===== src/rtl/serial_subtractor.sv =====
// Bit-serial two's-complement subtractor (diff = a - b, LSB first) with start/busy/done handshake.
// Optional signed-overflow output is built when SUB_OVERFLOW_EN is defined.
module serial_subtractor #(
    parameter int WIDTH = 8
) (
    input  logic             clk,
    input  logic             rst_n,
    input  logic             start,
    input  logic [WIDTH-1:0] a,
    input  logic [WIDTH-1:0] b,
    output logic             busy,
    output logic             done,
    output logic [WIDTH-1:0] diff,
`ifdef SUB_OVERFLOW_EN
    output logic             borrow_out,
    output logic             overflow
`else
    output logic             borrow_out
`endif
);
    localparam int CNT_W = (WIDTH > 1) ? $clog2(WIDTH) : 1;

    typedef enum logic [1:0] {IDLE, SHIFT, DONE} state_t;

    state_t             state_q, state_d;
    logic [WIDTH-1:0]   a_sr_q, a_sr_d;
    logic [WIDTH-1:0]   b_sr_q, b_sr_d;
    logic [WIDTH-1:0]   diff_q, diff_d;
    logic [CNT_W-1:0]   cnt_q, cnt_d;
    logic               br_q, br_d;
    logic               borrow_q, borrow_d;
`ifdef SUB_OVERFLOW_EN
    logic               ovf_q, ovf_d;
`endif

    logic d_bit, br_n, last_bit;

    // Full-subtractor cell on the current LSBs, chained through the registered borrow.
    assign d_bit    = a_sr_q[0] ^ b_sr_q[0] ^ br_q;
    assign br_n     = (~a_sr_q[0] & b_sr_q[0]) | (~(a_sr_q[0] ^ b_sr_q[0]) & br_q);
    assign last_bit = (cnt_q == CNT_W'(WIDTH - 1));

    always_comb begin
        state_d  = state_q;
        a_sr_d   = a_sr_q;
        b_sr_d   = b_sr_q;
        diff_d   = diff_q;
        cnt_d    = cnt_q;
        br_d     = br_q;
        borrow_d = borrow_q;
`ifdef SUB_OVERFLOW_EN
        ovf_d    = ovf_q;
`endif
        case (state_q)
            IDLE: begin
                if (start) begin
                    a_sr_d   = a;
                    b_sr_d   = b;
                    diff_d   = '0;
                    cnt_d    = '0;
                    br_d     = 1'b0;
                    borrow_d = 1'b0;
`ifdef SUB_OVERFLOW_EN
                    ovf_d    = 1'b0;
`endif
                    state_d  = SHIFT;
                end
            end
            SHIFT: begin
                a_sr_d = a_sr_q >> 1;
                b_sr_d = b_sr_q >> 1;
                diff_d = {d_bit, diff_q[WIDTH-1:1]};
                br_d   = br_n;
                if (last_bit) begin
                    // Publish the final borrow together with the completed diff.
                    borrow_d = br_n;
`ifdef SUB_OVERFLOW_EN
                    ovf_d    = (a_sr_q[0] ^ b_sr_q[0]) & (d_bit ^ a_sr_q[0]);
`endif
                    state_d  = DONE;
                end else begin
                    cnt_d = cnt_q + CNT_W'(1);
                end
            end
            DONE:    state_d = IDLE;
            default: state_d = IDLE;
        endcase
    end

    always_ff @(posedge clk or negedge rst_n) begin
        if (!rst_n) begin
            state_q  <= IDLE;
            a_sr_q   <= '0;
            b_sr_q   <= '0;
            diff_q   <= '0;
            cnt_q    <= '0;
            br_q     <= 1'b0;
            borrow_q <= 1'b0;
`ifdef SUB_OVERFLOW_EN
            ovf_q    <= 1'b0;
`endif
        end else begin
            state_q  <= state_d;
            a_sr_q   <= a_sr_d;
            b_sr_q   <= b_sr_d;
            diff_q   <= diff_d;
            cnt_q    <= cnt_d;
            br_q     <= br_d;
            borrow_q <= borrow_d;
`ifdef SUB_OVERFLOW_EN
            ovf_q    <= ovf_d;
`endif
        end
    end

    assign busy       = (state_q == SHIFT);
    assign done       = (state_q == DONE);
    assign diff       = diff_q;
    assign borrow_out = borrow_q;
`ifdef SUB_OVERFLOW_EN
    assign overflow   = ovf_q;
`endif

endmodule


===== config.mk =====
export PLATFORM = sky130hd
export DESIGN_NAME = serial_subtractor
export DESIGN_NICKNAME = d
export VERILOG_FILES = /design/src/rtl/serial_subtractor.sv
export SDC_FILE = /design/constraint.sdc
export NUM_CORES = 1
export LEC_CHECK = 0
export BUFFER_PORTS_ARGS = -buffer_cell sky130_fd_sc_hd__buf_2
export CORE_MARGIN = 1.5
export CORE_UTILIZATION = 38
export CTS_BUF_LIST = sky130_fd_sc_hd__clkbuf_8 sky130_fd_sc_hd__clkbuf_16
export CTS_CLUSTER_SIZE = 14
export DETAILED_ROUTE_END_ITERATION = 8
export PLACE_DENSITY_LB_ADDON = 0.12
export SLEW_MARGIN = 15
export SYNTH_ARGS = -nofsm -noshare
export SYNTH_HDL_FRONTEND = slang
export SYNTH_SLANG_ARGS = --single-unit

===== constraint.sdc =====
create_clock -name clk -period 2.7 [get_ports clk]
set_clock_uncertainty 0.05 [all_clocks]
set_input_delay 0.135 -clock clk [delete_from_list [all_inputs] [get_ports clk]]
set_output_delay 0.135 -clock clk [all_outputs]
set_load 0.05 [all_outputs]

==> results of run 1 <==
==> tightest hold or removal path: cells and delay by family <==
family          cells  cell delay [ns]
simple gates        1             0.04
compound gates      1             0.06
buf+inv             1             0.10
==> routing by layer <==
metal	wire (um)	vias to the layer above	GRT usage (%)	part of all wire, %
met5	0	-	0	0
met4	31	0	4.69	1.0
met3	126	5	4.28	4.2
met2	1340	20	22.9	45
met1	1480	530	21.3	50
li1	-	558	-	-
==> placed cells by master (no fill, tap or decap) <==
cell,n
inv_1,3
bufinv_16,1
o22ai_1,27
inv_2,2
dlygate4sd3_1,1
a21oi_1,14
o21bai_4,1
nand2b_2,1
nand2b_1,1
a22o_1,9
and3_1,1
nor3_1,1
ha_1,3
buf_2,29
a22oi_1,2
dfrtp_1,31
nor2b_1,1
o21ai_1,1
clkinv_2,1
o21ai_0,7
nand2_1,8
o22ai_2,2
fa_1,1
clkbuf_8,6
a21oi_2,2
nor2_1,3
nand2b_4,1
==> flip-flops by register name, indices dropped and copies added (netlist names) <==
name,count
a_sr_q,8
b_sr_q,8
borrow_out,1
br_q,1
cnt_q,3
diff,8
state_q,2
==> worst min-delay path by stage <==
stage / slack [ns] / start / cells past startpoint / to
2_1_floorplan: -0.21 / rst_n / 0 / a_sr_q[0]
3_3_place_gp: 0.17 / rst_n / 1 / diff[4]
3_5_place_dp: 0.17 / rst_n / 1 / diff[3]
4_1_cts: 0.05 / b[7] / 3 / b_sr_q[7]
5_1_grt: 0.07 / b[7] / 3 / b_sr_q[7]
6_report: 0.06 / b[7] / 3 / b_sr_q[7]
==> synth_stat cells (all sizes together) <==
library cell   n
a21oi         16
a22o           9
a22oi          2
and3           1
buf           10
dfrtp         31
fa             1
ha             3
inv            5
nand2          8
nand2b         3
nor2           3
nor2b          1
nor3           1
o21ai          8
o21bai         1
o22ai         29
==> layout make-up <==
type | instances | area [sq um] | share of cell area, %
Clock buffer | 6 | 82.6 | 4.84
Inverter | 5 | 18.8 | 1.10
Multi-Input combinational cell | 86 | 579 | 33.9
Tap cell | 48 | 60.1 | 3.52
Clock inverter | 2 | 35.0 | 2.05
Timing Repair Buffer | 30 | 155 | 9.09
Sequential cell | 31 | 776 | 45.5
==> logic make-up after synthesis <==
logic type	after synthesis
fa+ha+maj	4
compound gates	65
buf+inv	15
flops	31
simple gates	17
==> timing repair <==
item | CTS | global route
hold buffers | 1 | 0
setup endpoints to repair | 0 | 0
endpoints found under the hold margin | 31 | 0
==> power by group through the flow <==
stage / clock network (mW) / registers [mW] / logic [mW]
finish: 0.464 / 0.847 / 0.868
global route: 0.497 / 0.878 / 0.970
CTS: 0.475 / 0.851 / 0.878
detailed placement: 0 / 0.857 / 0.876
global placement: 0 / 0.852 / 0.858
floorplan: 0 / 0.994 / 0.590
==> metrics.txt, run 1 <==
Rel. slew slack between 50% and 60%; Die Y-Extent between 60 and 70 um; sequential share of the synthesized area between 50% and 60%; Post-CTS Setup Inserts 0; # nets final approximately 180; core region area approximately 3700 sq um; antenna cells 0; Final Cycle Share 68.4%; DRT iter0 DRCs 54; Fillers 390; share of layout cells above drive strength 1 ~29%; Data required, critical path about 2.5 ns; max-cap check violation count 0; clock sinks 31; worst reg2reg path depth 3; critical path endpoint category output pin; first-pass GRT wire length just under 5000 um; Post-DP Area 1580 sq um; vias in the first global route ~1100; placed cells between 150 and 200; Cells after Synth approximately 130; synthesized area per cell between 10 and 15 sq um; H-Tree Depth 2; worst skew pair latency approximately 0.27 ns; RD Place Congestion approximately 0.73; min-delay worst type input port to flip-flop; Final setup viols 0; largest net degree at the start of global routing 32; final WL between 2000 and 3000 um; actual slew at the worst max-slew pin between 0.6 and 0.7 ns; crit path capture busy; CTS tree done; xor/xnor share of the synthesized area 0%; post-synthesis simple-gate area fraction just under 6%; CP arrival ~1.7 ns; Worst VDD drop between 400 and 500 uV; Finished Layout Cells approximately 210; critical path's slowest cell dfrtp_1; Starting Density about two fifths; Pint 1.28 mW; Comb power frac 39.8%; row count 22; CP Depth 3; die area approximately 4200 sq um; Fmax achieved ~540 MHz; largest delay contributor family on the critical path buffers and inverters; DR vias/cell approximately 5.4; Reg2Reg Setup Slack 1.22 ns; FF+latch count, synth 31; Final Hold Slack about 0.056 ns; total track usage 15.2%; Root Buffer clkbuf_8; Post-DRT Antenna Nets 0; Switch Pwr 0.902 mW; crit path buf inv count 2; setup tns final 0 ns; post-synthesis compound-gate area fraction slightly below 30%; Clock Path Buffers 2; GR Overflow Total 0; share of the synthesized area in the top cell type around 53%; first-pass iteration count of the detailed router 4; Leak Pwr around 0.78 nW; final hold vios 0; RSZ-0062 raised after global routing false; Clock power frac a little over a fifth; Reg power frac between 30% and 40%; Setup Crit Path Kind flip-flop to output pin; adder-cell area share of the yosys netlist under 10%; # resized after CTS 0; Warnings, synthesis 0; worst-path cell chain nand2b_2 > inv_2 > buf_2; Port Buffer Count 29; DRC Markers 0; reg-to-reg startpoint state_q[1]; setup ws final between 0.8 and 0.9 ns; Distinct cells, synth 26; multiplexer area fraction after synthesis 0%; die width ~65 um; Power, Total around 2.2 mW; post-route minimum period approximately 1.8 ns; worst slack at placement between 1 and 1.5 ns; Sw Ratio 41.4%; top post-synthesis cells by area dfrtp_1 53%, o22ai_1 12%, a22o_1 5.4%; Util after Layout ~46%; main combinational cell family by area after synthesis compound AO/OA/AOI/OAI gates; initial antenna violation count 0; Worst-path clk slew 0.06 ns; HPWL Detailed 1950 um; Area Overhead vs Synth 16.3%; routed len/inst between 10 and 15 um; routed via count between 1000 and 1500; crit path launch state_q[1]; cts bufs inserted 5; synthesized cell area about 1500 sq um; slowest stage delay, CP approximately 0.48 ns; Syn Nets about 160; IO Pins 30; Synth area leader dfrtp_1; design area ~1700 sq um; PwrDens roughly 1300 nW/um^2; RR Endpoint diff[2]; CP Max Fanout 16; status complete, no violations; Max Slew Vio Count 0; crit path launch type flip-flop
Power figures use the tool's default switching activity.
==> run 2, diff against run 1 <==
==> constraint.sdc (replaced) <==
create_clock -name clk -period 1.8 [get_ports clk]
set_clock_uncertainty 0.05 [all_clocks]
set_input_delay 0.09 -clock clk [delete_from_list [all_inputs] [get_ports clk]]
set_output_delay 0.09 -clock clk [all_outputs]
set_load 0.05 [all_outputs]
==> metrics.txt, run 2 (synthesized netlist as in run 1, its figures left out) <==
status complete, no violations (unchanged); vias in the first global route 1108 (was 1073); row count 22 (unchanged); Area Overhead vs Synth 16.8% (was 16.3%); max-cap check violation count 0 (unchanged); total track usage 16.7% (was 15.2%); Setup Crit Path Kind flip-flop to output pin (unchanged); post-route minimum period roughly 1.5 ns; worst reg2reg path depth 5 (was 3); Reg2Reg Setup Slack 0.36 ns (was 1.22 ns); worst skew pair latency 0.28 ns (was 0.27 ns); initial antenna violation count 0 (unchanged); clock sinks 31 (unchanged); share of layout cells above drive strength 1 30.5% (was 28.7%); critical path endpoint category output pin (unchanged); placed cells 204 (was 199); min-delay worst type input port to flip-flop (unchanged); final hold vios 0 (unchanged); HPWL Detailed 2180 um (was 1950 um); Sw Ratio 42.9% (was 41.4%); worst-path cell chain nand2b_2 > inv_2 > buf_2 (unchanged); routed len/inst 14.9 um (was 14.3 um); Fmax achieved 659 MHz; RSZ-0062 raised after global routing false (unchanged); Starting Density 39.8% (unchanged); CTS tree done (unchanged); Post-DRT Antenna Nets 0 (unchanged); hold path depth 3 (unchanged); core region area 3690 sq um (unchanged); first-pass iteration count of the detailed router 4 (unchanged); GR Overflow Total 0 (unchanged); Max Slew Vio Count 0 (unchanged); Worst VDD drop 691 uV (was 497 uV); PwrDens 1870 nW/um^2 (was 1280 nW/um^2); largest delay contributor family on the critical path flip-flops (was buffers and inverters); CP arrival 1.38 ns (was 1.66 ns); Root Buffer clkbuf_8 (unchanged); die area 4240 sq um (unchanged); critical path's slowest cell dfrtp_1 (unchanged); most frequent cells in the layout 31 x dfrtp_1, 29 x buf_2, 27 x o22ai_1, 14 x a21oi_1, 9 x a22o_1 (unchanged); RD Place Congestion 0.724 (was 0.728); antenna cells 0 (unchanged); # nets final 187 (was 182); Worst-path clk slew 0.06 ns (about the same); routed via count 1134 (was 1113); slowest stage delay, CP 0.46 ns (was 0.48 ns); Finished Layout Cells 212 (was 208); H-Tree Depth 2 (unchanged); commonest non-fill, non-tap cell in the layout dfrtp_1 (unchanged); first-pass GRT wire length 5330 um (was 4940 um); Pint 1.83 mW (was 1.28 mW); Util after Layout 46.5% (was 46.3%); Port Buffer Count 29 (unchanged); cts bufs inserted 5 (unchanged); DR vias/cell 5.35 (about the same); Clock power frac 16.8% (was 21.3%); Comb power frac 43.8% (was 39.8%); CP Max Fanout 9 (was 16); IO Pins 30 (unchanged); die width 65.1 um (unchanged); DRT iter0 DRCs 42 (was 54); Leak Pwr 0.793 nW (was 0.782 nW); setup tns final 0 ns (unchanged); Clock Path Buffers 2 (unchanged); CP Depth 3 (unchanged); Die Y-Extent 65.1 um (unchanged); Final setup viols 0 (unchanged); Switch Pwr 1.37 mW (was 0.902 mW); Data required, critical path 1.66 ns (was 2.52 ns); DRC Markers 0 (unchanged); crit path buf inv count 2 (unchanged); Final Cycle Share 84.3%; largest net degree at the start of global routing 32 (unchanged); Reg power frac 39.4% (was 38.9%); Rel. slew slack 54.3% (was 53.6%); final WL 3170 um (was 2980 um); Final Hold Slack 0.0106 ns (was 0.0565 ns); crit path launch type flip-flop (unchanged); actual slew at the worst max-slew pin 0.685 ns (was 0.696 ns)
-- run 2: cell count changes in the layout (fill, tap and decap cells not counted), sizes merged --
cell and change:
buf +5, bufinv -1
-- run 2: repair_timing --
action                    in CTS  in global routing
hold endpoints to repair      31                  0
resized for setup              0                  0
hold buffers                   1                  0
setup buffers                  0                  0
-- run 2: final timing paths --
| path | from | endpoint |
|---|---|---|
| max | state_q[0] | busy |
| min | b[7] | b_sr_q[7] |
| max reg2reg | cnt_q[0] | cnt_q[1] |
| min reg2reg | diff[7] | diff[7] |
| max in group asynchronous | rst_n | state_q[1] |
| min in group asynchronous | rst_n | diff[4] |
-- run 2: routing by layer --
metal | GRT usage, % | vias up | part of all wire, %
li1 | - | 558 | -
met3 | 4.28 | 6 | 4.4
met4 | 7.29 | 0 | 1.4
met5 | 0 | - | 0
met2 | 24.9 | 26 | 45
met1 | 22.9 | 544 | 49
-- run 2: power by group through the flow --
stage | combinational, mW | sequential, mW | clock (mW)
floorplan | 0.884 | 1.49 | 0
global placement | 1.37 | 1.25 | 0
detailed placement | 1.41 | 1.27 | 0
CTS | 1.42 | 1.26 | 0.554
global route | 1.55 | 1.31 | 0.586
finish | 1.40 | 1.26 | 0.537
-- run 2: cell type report --
| class | instances | area, sq um |
|---|---|---|
| Multi-Input combinational cell | 86 | 579 |
| Sequential cell | 31 | 776 |
| Clock inverter | 1 | 5.00 |
| Timing Repair Buffer | 35 | 193 |
| Inverter | 5 | 18.8 |
| Fill cell | 372 | 1970 |
| Clock buffer | 6 | 82.6 |
| Tap cell | 48 | 60.1 |
-- run 2: worst min-delay path: stages --
cell and delay (ns):
buf_2 0.10, nand2_1 0.05, o21ai_0 0.06
-- run 2: through the flow --
stage,power [mW],instance area (sq um),setup WS [ns]
after global placement,2.63,1620,0.453
final,3.20,1710,0.283
after CTS,3.23,1710,0.250
after detailed placement,2.68,1620,0.379
after global routing,3.44,1710,0.175
after floorplan,2.38,1470,0.340
